File: config.mk
export PLATFORM = sky130hd
export DESIGN_NAME = aes_uart_ctrl
export DESIGN_NICKNAME = d
export VERILOG_FILES = /design/src/rtl/aes_uart_ctrl_pkg.sv /design/src/rtl/aes_uart_ctrl_byte_shift_reg.sv /design/src/rtl/aes_uart_ctrl.sv
export SDC_FILE = /design/constraint.sdc
export NUM_CORES = 1
export LEC_CHECK = 0
export ABC_AREA = 0
export BUFFER_PORTS_ARGS = -buffer_cell sky130_fd_sc_hd__buf_2
export CORE_ASPECT_RATIO = 0.75
export CORE_MARGIN = 2
export CORE_UTILIZATION = 38
export DETAILED_ROUTE_END_ITERATION = 16
export GPL_TIMING_DRIVEN = 0
export PLACE_DENSITY = 0.62
export SYNTH_ARGS = -nofsm -noshare
export SYNTH_HDL_FRONTEND = slang
export SYNTH_SLANG_ARGS = --single-unit
export TNS_END_PERCENT = 10
File: constraint.sdc
create_clock -name clk -period 25.3 [get_ports clk]
set_clock_uncertainty 0.2 [all_clocks]
set_input_delay 1.265 -clock clk [delete_from_list [all_inputs] [get_ports clk]]
set_output_delay 1.265 -clock clk [all_outputs]
set_load 0.01 [all_outputs]
File: src/rtl/aes_uart_ctrl_pkg.sv
// ============================================================================
//  Module  : aes_uart_ctrl_pkg
//  Purpose : Command/reply byte codes, FSM encodings and timing helpers
//  Rev     : 1.0  initial release
// ============================================================================
`default_nettype none

package aes_uart_ctrl_pkg;

    localparam logic [7:0] CMD_KEY   = 8'h4B;
    localparam logic [7:0] CMD_ENC   = 8'h45;
    localparam logic [7:0] CMD_STAT  = 8'h53;

    localparam logic [7:0] RPL_ACK   = 8'h06;
    localparam logic [7:0] RPL_NOKEY = 8'h21;
    localparam logic [7:0] RPL_UNK   = 8'h3F;

    localparam int STATE_W = 4;
    localparam logic [STATE_W-1:0] S_IDLE    = 4'd0;
    localparam logic [STATE_W-1:0] S_RX_KEY  = 4'd1;
    localparam logic [STATE_W-1:0] S_RX_BLK  = 4'd2;
    localparam logic [STATE_W-1:0] S_START   = 4'd3;
    localparam logic [STATE_W-1:0] S_WAIT    = 4'd4;
    localparam logic [STATE_W-1:0] S_TX_ACK  = 4'd5;
    localparam logic [STATE_W-1:0] S_TX_STAT = 4'd6;
    localparam logic [STATE_W-1:0] S_TX_ERR  = 4'd7;
    localparam logic [STATE_W-1:0] S_TX_BLK  = 4'd8;

    // One UART byte time is 10 bit periods (start + 8 data + stop).
    function automatic int gap_cycles(input int gap_bytes, input int clks_per_bit);
        return gap_bytes * 10 * clks_per_bit;
    endfunction

endpackage

`default_nettype wire

File: src/rtl/aes_uart_ctrl_byte_shift_reg.sv
// ============================================================================
//  Module  : aes_uart_ctrl_byte_shift_reg
//  Purpose : N-byte register: parallel load, MSB-first byte shift in / out
//  Rev     : 1.0  initial release
// ============================================================================
`default_nettype none

module aes_uart_ctrl_byte_shift_reg #(
    parameter int N_BYTES = 16
) (
    input  logic                 clk,
    input  logic                 reset,
    input  logic                 load,
    input  logic [8*N_BYTES-1:0] load_data,
    input  logic                 shift_in,
    input  logic [7:0]           in_byte,
    input  logic                 shift_out,
    output logic [8*N_BYTES-1:0] q
);

    localparam int W = 8 * N_BYTES;

    always_ff @(posedge clk or posedge reset) begin
        if (reset) begin
            q <= '0;
        end else if (load) begin
            q <= load_data;
        end else if (shift_in) begin
            q <= (q << 8) | W'(in_byte);
        end else if (shift_out) begin
            q <= q << 8;
        end
    end

endmodule

`default_nettype wire

File: src/rtl/aes_uart_ctrl.sv
// ============================================================================
//  Module  : aes_uart_ctrl
//  Purpose : UART byte-stream command controller feeding an AES core
//  Rev     : 1.0  initial release
// ============================================================================
`default_nettype none

module aes_uart_ctrl
    import aes_uart_ctrl_pkg::*;
#(
    parameter int KEY_BYTES    = 32,
    parameter int BLOCK_BYTES  = 16,
    parameter int CLKS_PER_BIT = 87,
    parameter int GAP_BYTES    = 4
) (
    input  logic                   clk,
    input  logic                   reset,
    input  logic [7:0]             rx_data,
    input  logic                   rx_valid,
    output logic [7:0]             tx_data,
    output logic                   tx_valid,
    input  logic                   tx_ready,
    output logic                   aes_start,
    output logic [8*KEY_BYTES-1:0] aes_key,
    output logic [8*BLOCK_BYTES-1:0] aes_data_in,
    input  logic [8*BLOCK_BYTES-1:0] aes_data_out,
    input  logic                   aes_ready,
    output logic                   key_loaded,
    output logic                   busy,
    output logic                   err
);

    localparam int GAP_CYCLES = gap_cycles(GAP_BYTES, CLKS_PER_BIT);
    localparam int GAP_W      = $clog2(GAP_CYCLES + 1);
    localparam int MAX_BYTES  = (KEY_BYTES > BLOCK_BYTES) ? KEY_BYTES : BLOCK_BYTES;
    localparam int CNT_W      = $clog2(MAX_BYTES + 1);
    localparam int KW         = 8 * KEY_BYTES;

    logic [STATE_W-1:0]       state, state_nxt;
    logic [CNT_W-1:0]         byte_cnt;
    logic [GAP_W-1:0]         gap_cnt;
    logic                     wait_armed;
    logic [7:0]               reply;
    logic [KW-1:0]            key_stage;
    logic [8*BLOCK_BYTES-1:0] tx_buf;

    logic in_rx, gap_expire, rx_take, tx_fire;
    logic key_last, blk_last, blk_tx_last, core_done, cmd_ok;

    assign in_rx       = (state == S_RX_KEY) || (state == S_RX_BLK);
    assign gap_expire  = in_rx && (gap_cnt == GAP_W'(GAP_CYCLES - 1));
    assign rx_take     = in_rx && rx_valid && !gap_expire;
    assign tx_fire     = tx_valid && tx_ready;
    assign key_last    = (state == S_RX_KEY) && rx_take && (byte_cnt == CNT_W'(KEY_BYTES - 1));
    assign blk_last    = (state == S_RX_BLK) && rx_take && (byte_cnt == CNT_W'(BLOCK_BYTES - 1));
    assign blk_tx_last = tx_fire && (byte_cnt == CNT_W'(BLOCK_BYTES - 1));
    // The core's ready level is stale for the start cycle and the one after it.
    assign core_done   = (state == S_WAIT) && wait_armed && aes_ready;
    assign cmd_ok      = (rx_data == CMD_KEY) || (rx_data == CMD_STAT) ||
                         ((rx_data == CMD_ENC) && key_loaded);

    always_ff @(posedge clk or posedge reset) begin
        if (reset) state <= S_IDLE;
        else       state <= state_nxt;
    end

    always_comb begin
        state_nxt = state;
        case (state)
            S_IDLE: begin
                if (rx_valid) begin
                    if (rx_data == CMD_KEY)       state_nxt = S_RX_KEY;
                    else if (rx_data == CMD_STAT) state_nxt = S_TX_STAT;
                    else if (rx_data == CMD_ENC && key_loaded) state_nxt = S_RX_BLK;
                    else                          state_nxt = S_TX_ERR;
                end
            end
            S_RX_KEY:  if (gap_expire) state_nxt = S_IDLE; else if (key_last) state_nxt = S_TX_ACK;
            S_RX_BLK:  if (gap_expire) state_nxt = S_IDLE; else if (blk_last) state_nxt = S_START;
            S_START:   state_nxt = S_WAIT;
            S_WAIT:    if (core_done) state_nxt = S_TX_BLK;
            S_TX_ACK, S_TX_STAT, S_TX_ERR: if (tx_fire) state_nxt = S_IDLE;
            S_TX_BLK:  if (blk_tx_last) state_nxt = S_IDLE;
            default:   state_nxt = S_IDLE;
        endcase
    end

    always_comb begin
        busy      = (state != S_IDLE);
        aes_start = (state == S_START);
        tx_valid  = (state == S_TX_ACK) || (state == S_TX_STAT) ||
                    (state == S_TX_ERR) || (state == S_TX_BLK);
        tx_data   = 8'h00;
        if (state == S_TX_BLK) tx_data = tx_buf[8*BLOCK_BYTES-1 -: 8];
        else if (tx_valid)     tx_data = reply;
    end

    always_ff @(posedge clk or posedge reset) begin
        if (reset) begin
            gap_cnt    <= '0;
            byte_cnt   <= '0;
            wait_armed <= 1'b0;
            reply      <= 8'h00;
            err        <= 1'b0;
            key_loaded <= 1'b0;
            aes_key    <= '0;
        end else begin
            wait_armed <= (state == S_WAIT);

            if (!in_rx || rx_valid)                     gap_cnt <= '0;
            else if (gap_cnt != GAP_W'(GAP_CYCLES - 1)) gap_cnt <= gap_cnt + GAP_W'(1);

            if (state == S_IDLE || core_done)                byte_cnt <= '0;
            else if (rx_take || (state == S_TX_BLK && tx_fire)) byte_cnt <= byte_cnt + CNT_W'(1);

            if (state == S_IDLE && rx_valid) begin
                // Status reports the error flag as it stood before this command clears it.
                err <= !cmd_ok;
                if (rx_data == CMD_STAT)     reply <= {5'b0, err, key_loaded, 1'b1};
                else if (rx_data == CMD_ENC) reply <= RPL_NOKEY;
                else                         reply <= RPL_UNK;
            end else if (gap_expire || (rx_valid && !in_rx)) begin
                err <= 1'b1;
            end

            if (key_last) begin
                reply      <= RPL_ACK;
                key_loaded <= 1'b1;
                aes_key    <= (key_stage << 8) | KW'(rx_data);
            end
        end
    end

    aes_uart_ctrl_byte_shift_reg #(.N_BYTES(KEY_BYTES)) u_key_stage (
        .clk       (clk),
        .reset     (reset),
        .load      (1'b0),
        .load_data ('0),
        .shift_in  ((state == S_RX_KEY) && rx_take),
        .in_byte   (rx_data),
        .shift_out (1'b0),
        .q         (key_stage)
    );

    aes_uart_ctrl_byte_shift_reg #(.N_BYTES(BLOCK_BYTES)) u_plaintext (
        .clk       (clk),
        .reset     (reset),
        .load      (1'b0),
        .load_data ('0),
        .shift_in  ((state == S_RX_BLK) && rx_take),
        .in_byte   (rx_data),
        .shift_out (1'b0),
        .q         (aes_data_in)
    );

    aes_uart_ctrl_byte_shift_reg #(.N_BYTES(BLOCK_BYTES)) u_tx_buf (
        .clk       (clk),
        .reset     (reset),
        .load      (core_done),
        .load_data (aes_data_out),
        .shift_in  (1'b0),
        .in_byte   (8'h00),
        .shift_out ((state == S_TX_BLK) && tx_fire),
        .q         (tx_buf)
    );

endmodule

`default_nettype wire
==> out/metrics.cfg, run 1 <==
[sta]
fin_crit_sh = 0.1587
slew_viol_final = 0
max_freq_mhz = 249.1
setup_viol = 0
period_needed_ps = 4015
worstMarginPinSlew_ps = 734.0
rsz0062_at_grt = no
finalHoldViolCount = 0
slew_headroom = 0.5107

[floorplan]
ios = 538
initial_core_util = 0.3851
die_w_um = 334.3
dieArea_um2 = 84160
dieHeight_um = 251.7
rows = 90
core_um2 = 80740

[clocking]
clkTransAtPathRegs_ps = 60
clock_path_buffers = 3
cts_tree = done
post_cts_buffers = 0
htreeDepth = 3
post_cts_resized = 0
cts_hold_buf = 0
clk_latency_ps = 630
cts_sinks = 790
cts_buffers = 80
clock-root-buffer = clkbuf_16

[yosys]
syn-num-nets = 2212
synth-compound-area-share = 0.03130
syn_area_um2 = 31100
yosys-mux-area-fraction = 0.2688
ys_types = 52
synth_xor_area_frac = 0.002817
synth_seq_cells = 790
synth_top_area_cell = dfrtp_1
ys_seq_area_frac = 0.6357
synth-simple-area-share = 0.03118
synthAdderAreaFrac = 0.0008047
yosys-top-cells-area = dfrtp_1, mux2_2, mux2i_1
avgSynthCellArea_um2 = 15.03
netlist_instances = 2069
synth_flop_cell = dfrtp_1
synth_edf_count = 0
async_reset_ff_frac = 1.000
yosysWarningCount = 0
synth_top_family_by_area = multiplexers
synth_top_area_share = 0.6357

[power]
power_switching_mw = 0.9544
comb_power_share = 0.170
vdd.ir_drop.worst_uv = 48.83
p_clk_frac = 0.358
powerDensity_nw_per_um2 = 89.36
intPower_mw = 2.442
power_frac_seq = 0.472
sw_frac_of_total = 0.2810
leakage_nw = 20.75

[detailed_routing]
drtAntennaViolNets = 0
drt_wl_total_um = 79770
drc = 0
viasPerCell = 4.987
drtIter0Drc = 857
drt_pass1_iterations = 5
vias = 19070
wl_per_cell_um = 20.87

[global_route]
gr-total-overflow = 0
grt_pass1_vias = 20030
antenna_found_initial = 11
grt_pass1_wl_um = 123000
grt.total_usage = 0.1894
grt_max_degree = 134

[placed_design]
dp.cells = 3670
dpl.hpwl_um = 58890
io_buffer_count = 537
placed_cell_area_um2 = 35280
finalWeightedCongestion = 0.8207

[setup_path]
endpoint_kind = output port
path_class = reg -> out
cp_max_fo = 10
arrival_ps = 2550
ff2ff_path_depth = 6
startpoint_type = flop
crit_required_ps = 23830

[cells_and_area]
seqCellArea_um2 = 19770
fin_area_um2 = 38010
stdcell_count = 3823
syn2layout_area_growth_pct = 22.22
final_common_cell = dfrtp_1
layout_common_cells = dfrtp_1, mux2_2, buf_2
multiInputGateArea_um2 = 10420
drive_gt1_frac = 0.5024
final_util = 0.4707
final_nets = 2837
fillers = 7096

[status]
status = complete, no violations

[hold_path]
hold_path.class = reg -> reg
hold_depth = 1

[flow_run]
cap_violations = 0

## logic make-up after synthesis
group | after synthesis
AOI/OAI and AO/OA | 173
xor gates and xnor gates | 10
adders and majority gates | 2
buffers and inverters | 123
DFF | 790
muxes | 756
and+or+nand+nor | 215
## power groups by stage
| stage | sequential [mW] | combinational [mW] | clock, mW |
|---|---|---|---|
| after global placement | 1.62 | 0.566 | 0 |
| final | 1.60 | 0.578 | 1.22 |
| after floorplan | 1.60 | 0.355 | 0 |
| after detailed placement | 1.63 | 0.586 | 0 |
| after global routing | 1.63 | 0.636 | 1.30 |
| after CTS | 1.60 | 0.589 | 1.25 |
## layer usage
layer  track usage  wire length (um)  part of all wire  vias up
met5             0                 8           0.00010        -
met4       0.05534              1963             0.025        2
met3       0.03943              4464             0.056      114
met2        0.3033             37490              0.47      460
met1        0.2605             35850              0.45     9883
li1              -                 -                 -     8608
## metrics by stage
stage          setup TNS, ps  power (mW)  hold WS (ps)  setup slack, ps
2_1_floorplan              0       1.950         238.7             1653
3_3_place_gp        -4468380       2.187         261.4            -5778
5_1_grt                    0       3.566         307.1            21110
6_report                   0       3.396         287.4            21290
3_5_place_dp               0       2.212         277.3            21450
4_1_cts                    0       3.442         286.8            21230
## worst paths after layout
path	start	end	slack, ps
max	state[0]	tx_data[0]	21290
min	state[0]	wait_armed	290
max reg2reg	gap_cnt[3]	aes_key[253]	22250
min reg2reg	state[0]	wait_armed	290
max in group asynchronous	reset	u_tx_buf.q[19]	22170
min in group asynchronous	reset	aes_key[133]	480
## synth_stat cells, drive strengths merged, types with 2 or more instances
cell	count
o21ai	128
nand4	2
ha	2
nor2	24
nor3	9
mux2	633
or2	2
nand2	140
a31o	2
a22oi	2
a22o	14
nor4b	2
a21oi	13
dfrtp	790
and3	5
nand3	9
nor2b	4
o31ai	3
xnor2	4
inv	7
nor4	4
mux2i	123
clkbuf	24
and2	3
buf	92
xor2	6
or3	3
or4	2
## worst max-delay path, stage by stage, from the launching register on
cell,delay [ps]
dfrtp_1,390
buf_2,190
nor4b_2,510
clkbuf_1,410
a22o_1,220
buf_2,190
## flip-flops by register name, indices dropped and copies added (netlist names)
signal         flops
aes_key          256
byte_cnt           6
err                1
gap_cnt           12
key_loaded         1
reply              5
state              4
u_key_stage.q    248
u_plaintext.q    128
u_tx_buf.q       128
wait_armed         1
## layout make-up
cell class / instances / share of cell area
Sequential cell: 790 / 0.5202
Multi-Input combinational cell: 1156 / 0.2740
Timing Repair Buffer: 543 / 0.07506
Clock buffer: 113 / 0.06074
Tap cell: 1058 / 0.03483
Buffer: 116 / 0.02331
Clock inverter: 32 / 0.01044
Inverter: 7 / 0.0008889
Antenna cell: 8 / 0.0005267
Note: power is estimated with default switching activity, not from simulation.
==> run 2, diff against run 1 <==
clock period = 3.6 ns   (was 25.3 ns; I/O delays follow)
==> run 2 against run 1 <==
Die area stayed put. Largest cell class unchanged. Clock power grew to 7.0 times the previous value. Core utilization is 2.2 points higher. Largest power group unchanged. Highest routed layer unchanged.
==> out/metrics.cfg, run 2 (synthesis results as in run 1) <==
[status]
status = complete, no violations

[sta]
slew_viol_final = 0
finalSetupTns_ps = 0
worstMarginPinSlew_ps = 818.7
finalHoldViolCount = 0
rsz0062_at_grt = no
setup_viol = 0
period_needed_ps = 3181
layout_setup_ws_ps = 419.0
slew_headroom = 0.4531
max_freq_mhz = 314.4
fin_crit_sh = 0.8836

[cells_and_area]
seqCellArea_um2 = 19770
largest_register_ffs = 256
final_util = 0.4923
final_nets = 3001
drive_gt1_frac = 0.4806
syn2layout_area_growth_pct = 27.82
multiInputGateArea_um2 = 10420
final_common_cell = dfrtp_1
layout_common_cells = dfrtp_1, mux2_2, buf_2
reg_top3 = aes_key x256, u_key_stage.q x248
fillers = 6930
stdcell_count = 3982
largest-register = aes_key

[detailed_routing]
drc = 0
drt_pass1_iterations = 5
drt_wl_total_um = 83160
viasPerCell = 4.960
drtAntennaViolNets = 0
drtIter0Drc = 930
vias = 19750
wl_per_cell_um = 20.88

[floorplan]
rows = 90
dieArea_um2 = 84160
initial_core_util = 0.3851
ios = 538
die_w_um = 334.3
core_um2 = 80740
dieHeight_um = 251.7

[setup_path]
path_class = reg -> reg
path_buf_inv = 4
cp_cell_sequence = buf_2 -> nor4b_2 -> nor2b_1 -> clkbuf_1 -> buf_2 -> a21oi_1 -> a22o_1 -> dlygate4sd3_1
max_stage_delay_ps = 570
arrival_ps = 3470
startpoint_type = flop
cpMostUsedCell = buf_2
critPathTopFamily = buffers and inverters
endpoint_kind = flop
cp_max_fo = 10
cp_slowest_cell = dlygate4sd3_1
crit_required_ps = 3890

[placed_design]
dp_worst_setup_slack_ps = 572.6
finalWeightedCongestion = 0.8348
io_buffer_count = 537
dp.cells = 3685
dpl.hpwl_um = 61150

[clocking]
cts_tree = done
clock-root-buffer = clkbuf_16
clock_path_buffers = 3
cts_buffers = 80
cts_sinks = 790
htreeDepth = 3
clkTransAtPathRegs_ps = 60
clk_latency_ps = 630

[global_route]
grt.total_usage = 0.1969
antenna_found_initial = 6
grt_pass1_wl_um = 127900
grt_max_degree = 47
gr-total-overflow = 0
grt_pass1_vias = 21160

[hold_path]
hold_path.class = in -> async

[power]
vdd.ir_drop.worst_uv = 394.1
powerDensity_nw_per_um2 = 607.5
leakage_nw = 21.50

[flow_run]
cap_violations = 0

[run 2: cell types whose count changed in the layout (fill, tap and decap cells not counted), moves of 3 or more]
cell and change:
buf_12 +20, buf_16 -5, clkbuf_1 -5, diode_2 -3, dlygate4sd3_1 +149
[run 2: per-stage QoR]
step                      power (mW)  area (um^2)  hold WS [ps]
final                          24.15        39750         44.74
after global routing           25.32        39740         90.94
after CTS                      24.45        39740         29.24
after detailed placement       15.59        35540         176.4
after global placement         15.38        35110         186.7
after floorplan                13.71        31100         96.84
[run 2: power by group]
part,switching (mW),total [mW],internal [mW]
Combinational,2.15,4.31,2.16
Sequential,1.09,11.3,10.2
Clock,3.56,8.56,5.00
[run 2: layout make-up]
class	instances	area share
Antenna cell	5	0.0003148
Buffer	116	0.02229
Clock buffer	109	0.05767
Clock inverter	34	0.01039
Inverter	7	0.0007555
Multi-Input combinational cell	1156	0.2620
Sequential cell	790	0.4974
Tap cell	1058	0.03330
Timing Repair Buffer	707	0.1159
[run 2: worst paths after layout]
kind                       cells past startpoint  slack, ps              from                 end
max                                            8        420          state[1]       u_tx_buf.q[4]
min                                            3         40             reset   u_plaintext.q[92]
max reg2reg                                    8        420          state[1]       u_tx_buf.q[4]
min reg2reg                                    1        290          state[0]          wait_armed
max in group asynchronous                      9       1330             reset  u_key_stage.q[116]
min in group clk                               4        100  aes_data_out[34]      u_tx_buf.q[34]
[run 2: tightest hold or removal path, cell delays in order]
cell and delay (ps):
dlygate4sd3_1 520, buf_2 130, clkinvlp_4 540
[run 2: repair_timing]
action                                 4_1_cts  5_1_grt
setup buffers                                0        0
endpoints found under the hold margin      336        0
hold buffers                               149        0
resized for setup                            0        0
[run 2: layer usage]
layer / up-vias / GRT usage / share of wire
met5: - / 0 / 0.00025
met4: 4 / 0.05766 / 0.024
met3: 137 / 0.04604 / 0.057
met2: 522 / 0.3253 / 0.49
met1: 10130 / 0.2591 / 0.43
li1: 8955 / - / -
==> run 3, diff against run 2 <==
CELL_PAD_IN_SITES_DETAIL_PLACEMENT = 0   (was unset)
CELL_PAD_IN_SITES_GLOBAL_PLACEMENT = 1   (was unset)
CORE_UTILIZATION = 42   (was 38)
PLACE_DENSITY = 0.78   (was 0.62)
==> run 3 against run 2 <==
Clock power decreased by 0.9%. Clock-buffer cell count increased by 1. Hold slack improved by 44 ps. Sequential share of layout area increased by 0.26 points. Via count decreased by 0.66%. Fmax increased by 4.7%. Flip-flop and latch count unchanged. Register-to-register slack improved by 140 ps. Global-route usage increased by 0.75 points. First-iteration DRC count increased by 15%. Critical path type unchanged.
==> out/metrics.cfg, run 3 (synthesis results as in run 1) <==
[global_route]
gr-usage-met3 = 0.04456
use_met1 = 0.2884
use_met2 = 0.3225
grt.total_usage = 0.2044
gr-total-overflow = 0
antenna_found_initial = 1
grt_pass1_wl_um = 121600
grt_pass1_vias = 20400
grt_max_degree = 47
top_usage_layer = met2

[clocking]
post_cts_resized = 0
htreeDepth = 3
post_cts_buffers = 0
clkTransAtPathRegs_ps = 70
cts_sinks = 790
clock-root-buffer = clkbuf_16
clock_path_buffers = 3
cts_buffers = 79
cts_hold_buf = 142
cts_tree = done
clk_latency_ps = 620

[sta]
rsz0062_at_grt = no
fin_crit_sh = 0.8437
setup_viol = 0
finalHoldViolCount = 0
slew_viol_final = 0
period_needed_ps = 3037
max_freq_mhz = 329.3
worstMarginPinSlew_ps = 1003
slew_headroom = 0.3310

[cells_and_area]
largest_register_ffs = 256
seqCellArea_um2 = 19770
insertedDiodeCount = 0
final_nets = 2993
syn2layout_area_growth_pct = 27.17
final_common_cell = dfrtp_1
drive_gt1_frac = 0.4821
reg_top3 = aes_key x256, u_key_stage.q x248
layout_common_cells = dfrtp_1, mux2_2, buf_2
final_util = 0.5389
multiInputGateArea_um2 = 10420
largest-register = aes_key
fillers = 6038
stdcell_count = 3880

[setup_path]
cpMostUsedCell = buf_2
cp_slowest_cell = nor4b_2
startpoint_type = flop
endpoint_kind = flop
cp_cell_sequence = buf_2 -> nor4b_2 -> nor2b_1 -> clkbuf_1 -> buf_2 -> buf_2 -> buf_2 -> nand2_1 -> o21ai_0
path_class = reg -> reg
crit_required_ps = 3940
max_stage_delay_ps = 470
cp_max_fo = 10
arrival_ps = 3370

[power]
p_clk_frac = 0.356
leakage_nw = 21.47
comb_power_share = 0.175
sw_frac_of_total = 0.2749
power_frac_seq = 0.469
intPower_mw = 17.28
vdd.ir_drop.worst_uv = 375.5
powerDensity_nw_per_um2 = 602.5
power_switching_mw = 6.548
p_total_mw = 23.82

[floorplan]
dieHeight_um = 239.6
rows = 86
die_w_um = 318.2
dieArea_um2 = 76250
ios = 538
core_um2 = 73390
initial_core_util = 0.4237

[status]
status = complete, no violations

[hold_path]
hold_path.class = in -> reg

[detailed_routing]
drtAntennaViolNets = 0
drc = 0
wl_per_cell_um = 20.25
viasPerCell = 5.057
drtIter0Drc = 1073
vias = 19620
drt_wl_total_um = 78570
drt_pass1_iterations = 6

[placed_design]
io_buffer_count = 537
dpl.hpwl_um = 57880
finalWeightedCongestion = 0.8496
dp.cells = 3595

[flow_run]
cap_violations = 0

-- run 3: cell count changes in the layout (fill, tap and decap cells not counted), sizes merged --
cell and change:
diode -5, dlygate4sd3 -7, clkbuf +1, clkinvlp -2, bufinv -1, inv -4
clkinv +6
-- run 3: worst max-delay path, delay by kind of cell, from the launching register on --
family          cells  cell delay [ps]
buf+inv             5             1500
simple gates        3              780
flops               1              360
compound gates      1              100
-- run 3: path summary, 6_finish.rpt --
check,start,to,slack [ps],cells past startpoint
setup / recovery,state[1],u_tx_buf.q[97],560,9
hold / removal,aes_data_out[86],u_tx_buf.q[86],90,4
setup reg to reg,state[1],u_tx_buf.q[97],560,9
hold reg to reg,state[0],wait_armed,290,1
max in group asynchronous,reset,u_plaintext.q[10],700,10
min in group asynchronous,reset,u_key_stage.q[223],580,4
-- run 3: stage by stage --
| stage | cell area, um^2 | setup slack, ps | hold WS [ps] | TNS (ps) |
|---|---|---|---|---|
| after floorplan | 31100 | -7621 | 96.84 | -6020480 |
| after global placement | 35000 | -11490 | 188.8 | -8983660 |
| after detailed placement | 35430 | 628.3 | 69.84 | 0 |
| after CTS | 39540 | 609.4 | 45.11 | 0 |
| after global routing | 39540 | 391.9 | 73.24 | 0 |
| final | 39540 | 562.8 | 88.69 | 0 |
-- run 3: final cells by class --
type,instances,area share
plain buffers,116,0.02240
clock buffers,110,0.05914
clock inverters,33,0.009049
inverters,7,0.0007594
multi-input cells,1156,0.2634
flip-flops and latches,790,0.4999
well taps,968,0.03063
repair buffers,700,0.1147
-- run 3: power by group through the flow --
| stage | Sequential [mW] | Combinational, mW | Clock (mW) |
|---|---|---|---|
| global placement | 11.3 | 3.91 | 0 |
| global route | 11.3 | 4.56 | 9.06 |
| floorplan | 11.2 | 2.49 | 0 |
| detailed placement | 11.3 | 4.06 | 0 |
| finish | 11.2 | 4.17 | 8.48 |
| CTS | 11.2 | 4.20 | 8.68 |
-- run 3: per-layer routing --
metal / up-vias / share of wire / wire (um)
li1: 8905 / - / -
met5: - / 0.00017 / 13
met4: 2 / 0.021 / 1683
met1: 10130 / 0.46 / 36260
met3: 111 / 0.049 / 3875
met2: 479 / 0.47 / 36740
